<file path="src/rtl/karatsuba8_arbiter.sv">
// karatsuba8_arbiter
// Shares one external karatsuba8 multiplier between two requesters using a
// round-robin grant. A granted requester's operands are latched and presented
// on m_x/m_y with m_start held high until the multiplier reports m_done; the
// result is then latched into that requester's product register and a
// one-cycle ack is pulsed. The arbiter waits for m_done to fall before it
// accepts the next request.
//
// Ports
//   clk              single clock, rising edge
//   rst              synchronous active-low reset
//   req0/req1        request, held high with stable operands until ack
//   a0/b0, a1/b1     8-bit operands per requester
//   ack0/ack1        one-cycle completion pulse per requester
//   p0/p1            16-bit product per requester, held until the next ack
//   m_start          multiply request to the shared multiplier
//   m_done           multiplier completion, may stay high after m_start falls
//   m_x/m_y          operands to the multiplier
//   m_r              multiplier result
//   busy             high whenever the FSM is not idle
//   owner            channel currently or most recently granted
//   err              timeout flag, high for the ACK cycle of an aborted job
//
// Optional feature: define KARATSUBA8_ARB_TIMEOUT_EN to abort a job after 32
// BUSY cycles without m_done. The aborted job is acked with a zero product.
//
// state | meaning
// IDLE  | waiting for a request
// BUSY  | m_start high, waiting for m_done (or timeout)
// ACK   | ack[owner] pulsed, product valid
// DRAIN | waiting for m_done to fall before the next grant

module karatsuba8_arbiter (
    input  logic        clk,
    input  logic        rst,
    input  logic        req0,
    input  logic        req1,
    input  logic [7:0]  a0,
    input  logic [7:0]  b0,
    input  logic [7:0]  a1,
    input  logic [7:0]  b1,
    output logic        ack0,
    output logic        ack1,
    output logic [15:0] p0,
    output logic [15:0] p1,
    output logic        m_start,
    input  logic        m_done,
    output logic [7:0]  m_x,
    output logic [7:0]  m_y,
    input  logic [15:0] m_r,
    output logic        busy,
    output logic        owner,
    output logic        err
);

    typedef enum logic [1:0] {S_IDLE, S_BUSY, S_ACK, S_DRAIN} state_t;

    state_t      state_q, state_d;
    logic        prio_q, prio_d;      // channel with priority on a tie
    logic        owner_q, owner_d;
    logic        m_start_q, m_start_d;
    logic [7:0]  m_x_q, m_x_d;
    logic [7:0]  m_y_q, m_y_d;
    logic        ack0_q, ack0_d;
    logic        ack1_q, ack1_d;
    logic [15:0] p0_q, p0_d;
    logic [15:0] p1_q, p1_d;
    logic        busy_q, busy_d;
    logic        grant;
`ifdef KARATSUBA8_ARB_TIMEOUT_EN
    logic [4:0]  tmo_q, tmo_d;
    logic        err_q, err_d;
`endif

    always_comb begin
        state_d   = state_q;
        prio_d    = prio_q;
        owner_d   = owner_q;
        m_start_d = m_start_q;
        m_x_d     = m_x_q;
        m_y_d     = m_y_q;
        ack0_d    = 1'b0;
        ack1_d    = 1'b0;
        p0_d      = p0_q;
        p1_d      = p1_q;
        grant     = (req0 && req1) ? prio_q : req1;
`ifdef KARATSUBA8_ARB_TIMEOUT_EN
        tmo_d     = tmo_q;
        err_d     = 1'b0;
`endif
        case (state_q)
            S_IDLE: begin
                if (req0 || req1) begin
                    owner_d   = grant;
                    prio_d    = ~grant;
                    m_x_d     = grant ? a1 : a0;
                    m_y_d     = grant ? b1 : b0;
                    m_start_d = 1'b1;
                    state_d   = S_BUSY;
`ifdef KARATSUBA8_ARB_TIMEOUT_EN
                    // Down-counter: terminal count 0 is reached on the 32nd BUSY cycle.
                    tmo_d     = 5'd31;
`endif
                end
            end
            S_BUSY: begin
                if (m_done) begin
                    if (owner_q) begin
                        p1_d   = m_r;
                        ack1_d = 1'b1;
                    end else begin
                        p0_d   = m_r;
                        ack0_d = 1'b1;
                    end
                    m_start_d = 1'b0;
                    state_d   = S_ACK;
                end
`ifdef KARATSUBA8_ARB_TIMEOUT_EN
                else if (tmo_q == 5'd0) begin
                    if (owner_q) begin
                        p1_d   = 16'h0000;
                        ack1_d = 1'b1;
                    end else begin
                        p0_d   = 16'h0000;
                        ack0_d = 1'b1;
                    end
                    err_d     = 1'b1;
                    m_start_d = 1'b0;
                    state_d   = S_ACK;
                end else begin
                    tmo_d = tmo_q - 5'd1;
                end
`endif
            end
            S_ACK: begin
                state_d = S_DRAIN;
            end
            S_DRAIN: begin
                if (!m_done) begin
                    state_d = S_IDLE;
                end
            end
            default: begin
                state_d   = S_IDLE;
                m_start_d = 1'b0;
            end
        endcase
        busy_d = (state_d != S_IDLE);
    end

    always_ff @(posedge clk) begin
        if (!rst) begin
            state_q   <= S_IDLE;
            prio_q    <= 1'b0;
            owner_q   <= 1'b0;
            m_start_q <= 1'b0;
            m_x_q     <= 8'h00;
            m_y_q     <= 8'h00;
            ack0_q    <= 1'b0;
            ack1_q    <= 1'b0;
            p0_q      <= 16'h0000;
            p1_q      <= 16'h0000;
            busy_q    <= 1'b0;
`ifdef KARATSUBA8_ARB_TIMEOUT_EN
            tmo_q     <= 5'd0;
            err_q     <= 1'b0;
`endif
        end else begin
            state_q   <= state_d;
            prio_q    <= prio_d;
            owner_q   <= owner_d;
            m_start_q <= m_start_d;
            m_x_q     <= m_x_d;
            m_y_q     <= m_y_d;
            ack0_q    <= ack0_d;
            ack1_q    <= ack1_d;
            p0_q      <= p0_d;
            p1_q      <= p1_d;
            busy_q    <= busy_d;
`ifdef KARATSUBA8_ARB_TIMEOUT_EN
            tmo_q     <= tmo_d;
            err_q     <= err_d;
`endif
        end
    end

    assign ack0    = ack0_q;
    assign ack1    = ack1_q;
    assign p0      = p0_q;
    assign p1      = p1_q;
    assign m_start = m_start_q;
    assign m_x     = m_x_q;
    assign m_y     = m_y_q;
    assign busy    = busy_q;
    assign owner   = owner_q;
`ifdef KARATSUBA8_ARB_TIMEOUT_EN
    assign err     = err_q;
`else
    assign err     = 1'b0;
`endif

endmodule
</file>
<file path="config.mk">
export PLATFORM = sky130hd
export DESIGN_NAME = karatsuba8_arbiter
export DESIGN_NICKNAME = d
export VERILOG_FILES = /design/src/rtl/karatsuba8_arbiter.sv
export SDC_FILE = /design/constraint.sdc
export NUM_CORES = 1
export LEC_CHECK = 0
export BUFFER_PORTS_ARGS = -buffer_cell sky130_fd_sc_hd__buf_2
export CAP_MARGIN = 40
export CORE_MARGIN = 1
export CORE_UTILIZATION = 45
export DETAILED_ROUTE_END_ITERATION = 10
export GPL_TIMING_DRIVEN = 0
export HOLD_SLACK_MARGIN = 0.1
export PLACE_DENSITY_LB_ADDON = 0.3
export SLEW_MARGIN = 20
export SYNTH_ARGS = -nofsm -noshare
export SYNTH_HDL_FRONTEND = slang
export SYNTH_SLANG_ARGS = --single-unit
export TNS_END_PERCENT = 50
</file>
<file path="constraint.sdc">
create_clock -name clk -period 1.8 [get_ports clk]
set_input_delay 0.09 -clock clk [delete_from_list [all_inputs] [get_ports clk]]
set_output_delay 0.09 -clock clk [all_outputs]
set_load 0.01 [all_outputs]
</file>
Word level (Yosys, flattened, before mapping)
Cells that the tools add are included.
- reduce and logical (&&, ||, !) cells: 10
- bitwise gates (word level): 2
- equality and inequality tests: 5
- muxes and demuxes: 12
- operators by type and width (operator ; number):
    8-bit 2-to-1 mux ; 2
    3-bit AND reduction ; 4
    2-bit one-hot mux with 4 select lines ; 1
    2-bit 2-to-1 mux ; 3
    1-bit 2-to-1 mux ; 5
    2-bit == test, second input constant ; 2
    2-bit != test, second input constant ; 2
    2-bit nonzero test ; 2
    2-bit by 1-bit == test with 1-bit output, second input constant ; 1
    2-bit zero test ; 1
    1-bit inverter ; 2
    1-bit one-hot mux with 2 select lines ; 1
    2-bit AND reduction ; 1
    1-bit logical AND ; 1
    1-bit logical OR ; 1
- output and inout port bits: 54
- register bits: 56
- input bits: 53
- word-level logic and storage cells: 40

Longest topological paths before layout
- depth after elaboration: 4
- mapped depth: 6
- gate-level depth less buffers: 3

Worst setup path before layout
No wires, ideal clock.
- path kind: reg-to-reg
- start point: register state_q[1]
- end point: register m_x_q[4] (netlist: m_x[4])
- setup slack: 0.582 ns
- arrival time: 1.144 ns
- setup time: 0.074 ns
- period minus slack after synthesis: 1.218 ns
- buffers on the path: 2
- data required time: 1.726 ns
- cell stages (with the launch flop): 6
- cells stage by stage: dfxtp_1 > buf_6 > nor3b_4 > buf_6 > nand3_1 > a31oi_1
- longest elaborated chain between the ends: 2
- ends and longest elaborated chain (item ; RTL line ; text):
    start, declared ; 58 ; state_t state_q, state_d;
    start signal, assigned ; 169 ; state_q <= state_d;
    2-bit zero test ; 91 ; case (state_q)
    2-bit AND reduction (no source line) ; - ;
    end signal, assigned ; 173 ; m_x_q <= m_x_d;
    end, declared ; 62 ; logic [7:0] m_x_q, m_x_d;
No other way between the ends.
A chain may end at the register's enable or synchronous reset.

Worst setup path in the final report
- start point: register state_q[1]
- end point: register m_x_q[5] (netlist: m_x[5])
Same word-level chain as after synthesis.

==> results.py <==
metrics = {
    "outcome": {
        "status": "completed",
    },
    "die": {
        "dieWidth_um": 72.3,
        "dieHeight_um": 72.3,
        "die_area_um2": 5220,
        "ios": 107,
        "start_util_pct": 47.0,
        "core_um2": 4720,
        "std_cell_rows": 25,
    },
    "route": {
        "via_per_inst": 5.13,
        "wl_um": 6940,
        "vias": 2567,
        "drtPass1Iterations": 4,
        "wl_per_cell_um": 13.9,
        "first_iter_violations": 198,
        "drc": 0,
        "drtAntennaViolNets": 0,
    },
    "timing": {
        "setup_violations": 0,
        "rsz0062_at_grt": "no",
        "max_freq_mhz": 637,
        "clock_skew_ns": 0.00943,
        "relSlewSlack_pct": 66.6,
        "period_share_pct": 87.2,
        "finalSetupTns_ns": 0,
        "min_period_ns": 1.57,
        "finalMaxSlewViolations": 0,
        "final-hold-violation-count": 0,
        "tightestPinTransition_ns": 0.501,
    },
    "clock_tree": {
        "clock_path_buffers": 2,
        "post_cts_buffers": 0,
        "post_cts_resized": 0,
        "clk_pin_slew_ns": 0.10,
        "htree_levels": 2,
        "clock_sinks": 56,
        "cts_hold_buf": 49,
        "cts_buffers": 5,
        "clock_tree.root_cell": "clkbuf_8",
        "cts_tree": "yes",
        "clk_latency_ns": 0.30,
    },
    "placement": {
        "place_congestion": 0.724,
        "hpwl_um": 4070,
        "dpl_cell_area_um2": 2830,
        "portBuffers": 105,
    },
    "finish": {
        "multi_input_area_um2": 956,
        "design_area_um2": 3420,
        "final_cell_mix": "buf_2 (110), nand2_1 (68), dfxtp_1 (56), dlygate4sd3_1 (49), a21oi_1 (37)",
        "diodes": 0,
        "final_nets": 487,
        "regArea_um2": 1120,
        "drive_gt1_share_pct": 30.0,
        "fin_util_pct": 72.4,
        "n_fill_cell": 378,
        "mostFrequentLayoutCell": "buf_2",
        "syn2layout_area_growth_pct": 54.0,
    },
    "synth": {
        "ys_types": 28,
        "synth_top_family_by_area": "simple AND/OR/NAND/NOR gates",
        "yosysWarnings": 0,
        "ys_seq_area_share_pct": 50.5,
        "ys_ff_latch": 56,
        "synth_simple_gate_area_share_pct": 24.8,
        "synth_compound_area_share_pct": 18.0,
        "syn_area_per_cell_um2": 8.14,
        "synthCells": 273,
        "synthMuxAreaShare_pct": 0,
        "synth_area_um2": 2220,
        "syn-num-nets": 326,
        "synth-xor-area-share_pct": 0,
        "yosys.area_share.adder_pct": 0,
    },
    "critical_path": {
        "arrival_ns": 1.79,
        "crit_required_ns": 2.02,
        "crit_fanout": 10,
        "r2r_cells": 5,
        "start_kind": "flip-flop",
        "worstSetupEndpointType": "flip-flop",
        "r2r-end": "m_x[5]",
        "r2r_slack_ns": 0.23,
        "path_class": "flip-flop to flip-flop",
        "r2r_start": "state_q[1]",
    },
    "hold_path": {
        "hold_path_end": "state_q[1]",
        "hp-class": "primary input to flip-flop",
        "min_from": "m_done",
        "hold_depth": 3,
    },
    "global_route": {
        "use_met1_pct": 33.1,
        "overflow": 0,
        "grt_max_degree": 16,
        "top_usage_layer": "met2",
        "met2_usage_pct": 46.0,
        "antenna_found_initial": 0,
        "first_global_vias": 2434,
        "grt_pass1_wl_um": 11000,
        "grt.met3_usage_pct": 4.31,
        "grtUsageTotal_pct": 26.7,
    },
    "pwr": {
        "ir_drop_mv": 0.448,
        "power.density_nw_per_um2": 769,
        "p_leak_nw": 1.49,
    },
    "flow_run": {
        "maxCapViolCount": 0,
    },
}
## synthesized netlist by cell type (all sizes together)
cell type	number	area share (%)
nand2	68	11
dfxtp	56	50
a21oi	37	8.3
nand3	32	7.2
o21ai	18	4.1
a31oi	16	4.5
clkbuf	12	2.1
buf	11	4.0
nor2	6	1.0
inv	2	0.34
nand2b	2	0.56
nor3b	2	1.7
a211oi	1	0.34
and4b	1	0.51
and4bb	1	0.56
conb	1	0.17
nand4b	1	0.39
nand4bb	1	0.51
o21ba	1	0.45
o21bai	1	0.34
or2	1	0.28
or2b	1	0.34
or3	1	0.28
## layer usage
layer,part of all wire (%),wire (µm)
met1,40,2780
met2,49,3440
met3,8.0,555
met4,2.4,170
met5,0,0
## per-stage QoR
stage                     setup slack, ns  power (W)  std cells  hold WS, ns
after floorplan                     0.582    0.00161        273        0.226
after global placement              0.334    0.00179        445        0.344
after detailed placement            0.273    0.00179        445        0.349
after CTS                           0.281    0.00263        500        0.129
after global routing               0.0918    0.00275        500        0.153
final                               0.230    0.00263        500        0.136
## cells by family (layout without fill, tap and decap cells)
group                  after synthesis  count (layout)
DFF                                 56              56
buffers and inverters               25             185
AOI/OAI and AO/OA                   74              74
and+or+nand+nor                    117             117
other                                1               1
## power breakdown
group	total, W	switching, W	internal, W
Clock	0.000766	0.000366	0.000400
Sequential	0.00134	0.0000376	0.00131
Combinational	0.000519	0.000267	0.000252
Total	0.00263	0.000670	0.00196
## how the worst max path moves through the flow
stage	from	endpoint	slack, ns	depth (start not counted)
global route	state_q[1]	m_x[2]	0.09	5
CTS	state_q[0]	m_x[0]	0.28	5
floorplan	state_q[1]	m_x[4]	0.58	5
global placement	state_q[0]	m_x[2]	0.33	5
finish	state_q[1]	m_x[5]	0.23	5
detailed placement	state_q[1]	m_x[0]	0.27	5
## cell type report
| class | instances | share of cell area, % |
|---|---|---|
| clock buffers | 5 | 2.01 |
| multi-input cells | 192 | 28.0 |
| well taps | 67 | 2.45 |
| inverters | 2 | 0.220 |
| repair buffers | 154 | 29.7 |
| plain buffers | 23 | 3.99 |
| flip-flops and latches | 56 | 32.8 |
| clock inverters | 1 | 0.878 |
## critical path, cell delays in order (launching register included)
cell and delay, ns:
dfxtp_1 0.39, or2_1 0.12, clkbuf_1 0.26, clkbuf_1 0.37, o21ai_0 0.16, a31oi_1 0.19
## sequential cells by signal (all words and copies together), names as in the netlist
register  count
m_x           8
m_y           8
ack1          1
ack0          1
owner         1
m_start       1
prio_q        1
p0           16
p1           16
state_q       2
busy          1
No activity file was read; power rests on OpenSTA's default activity.
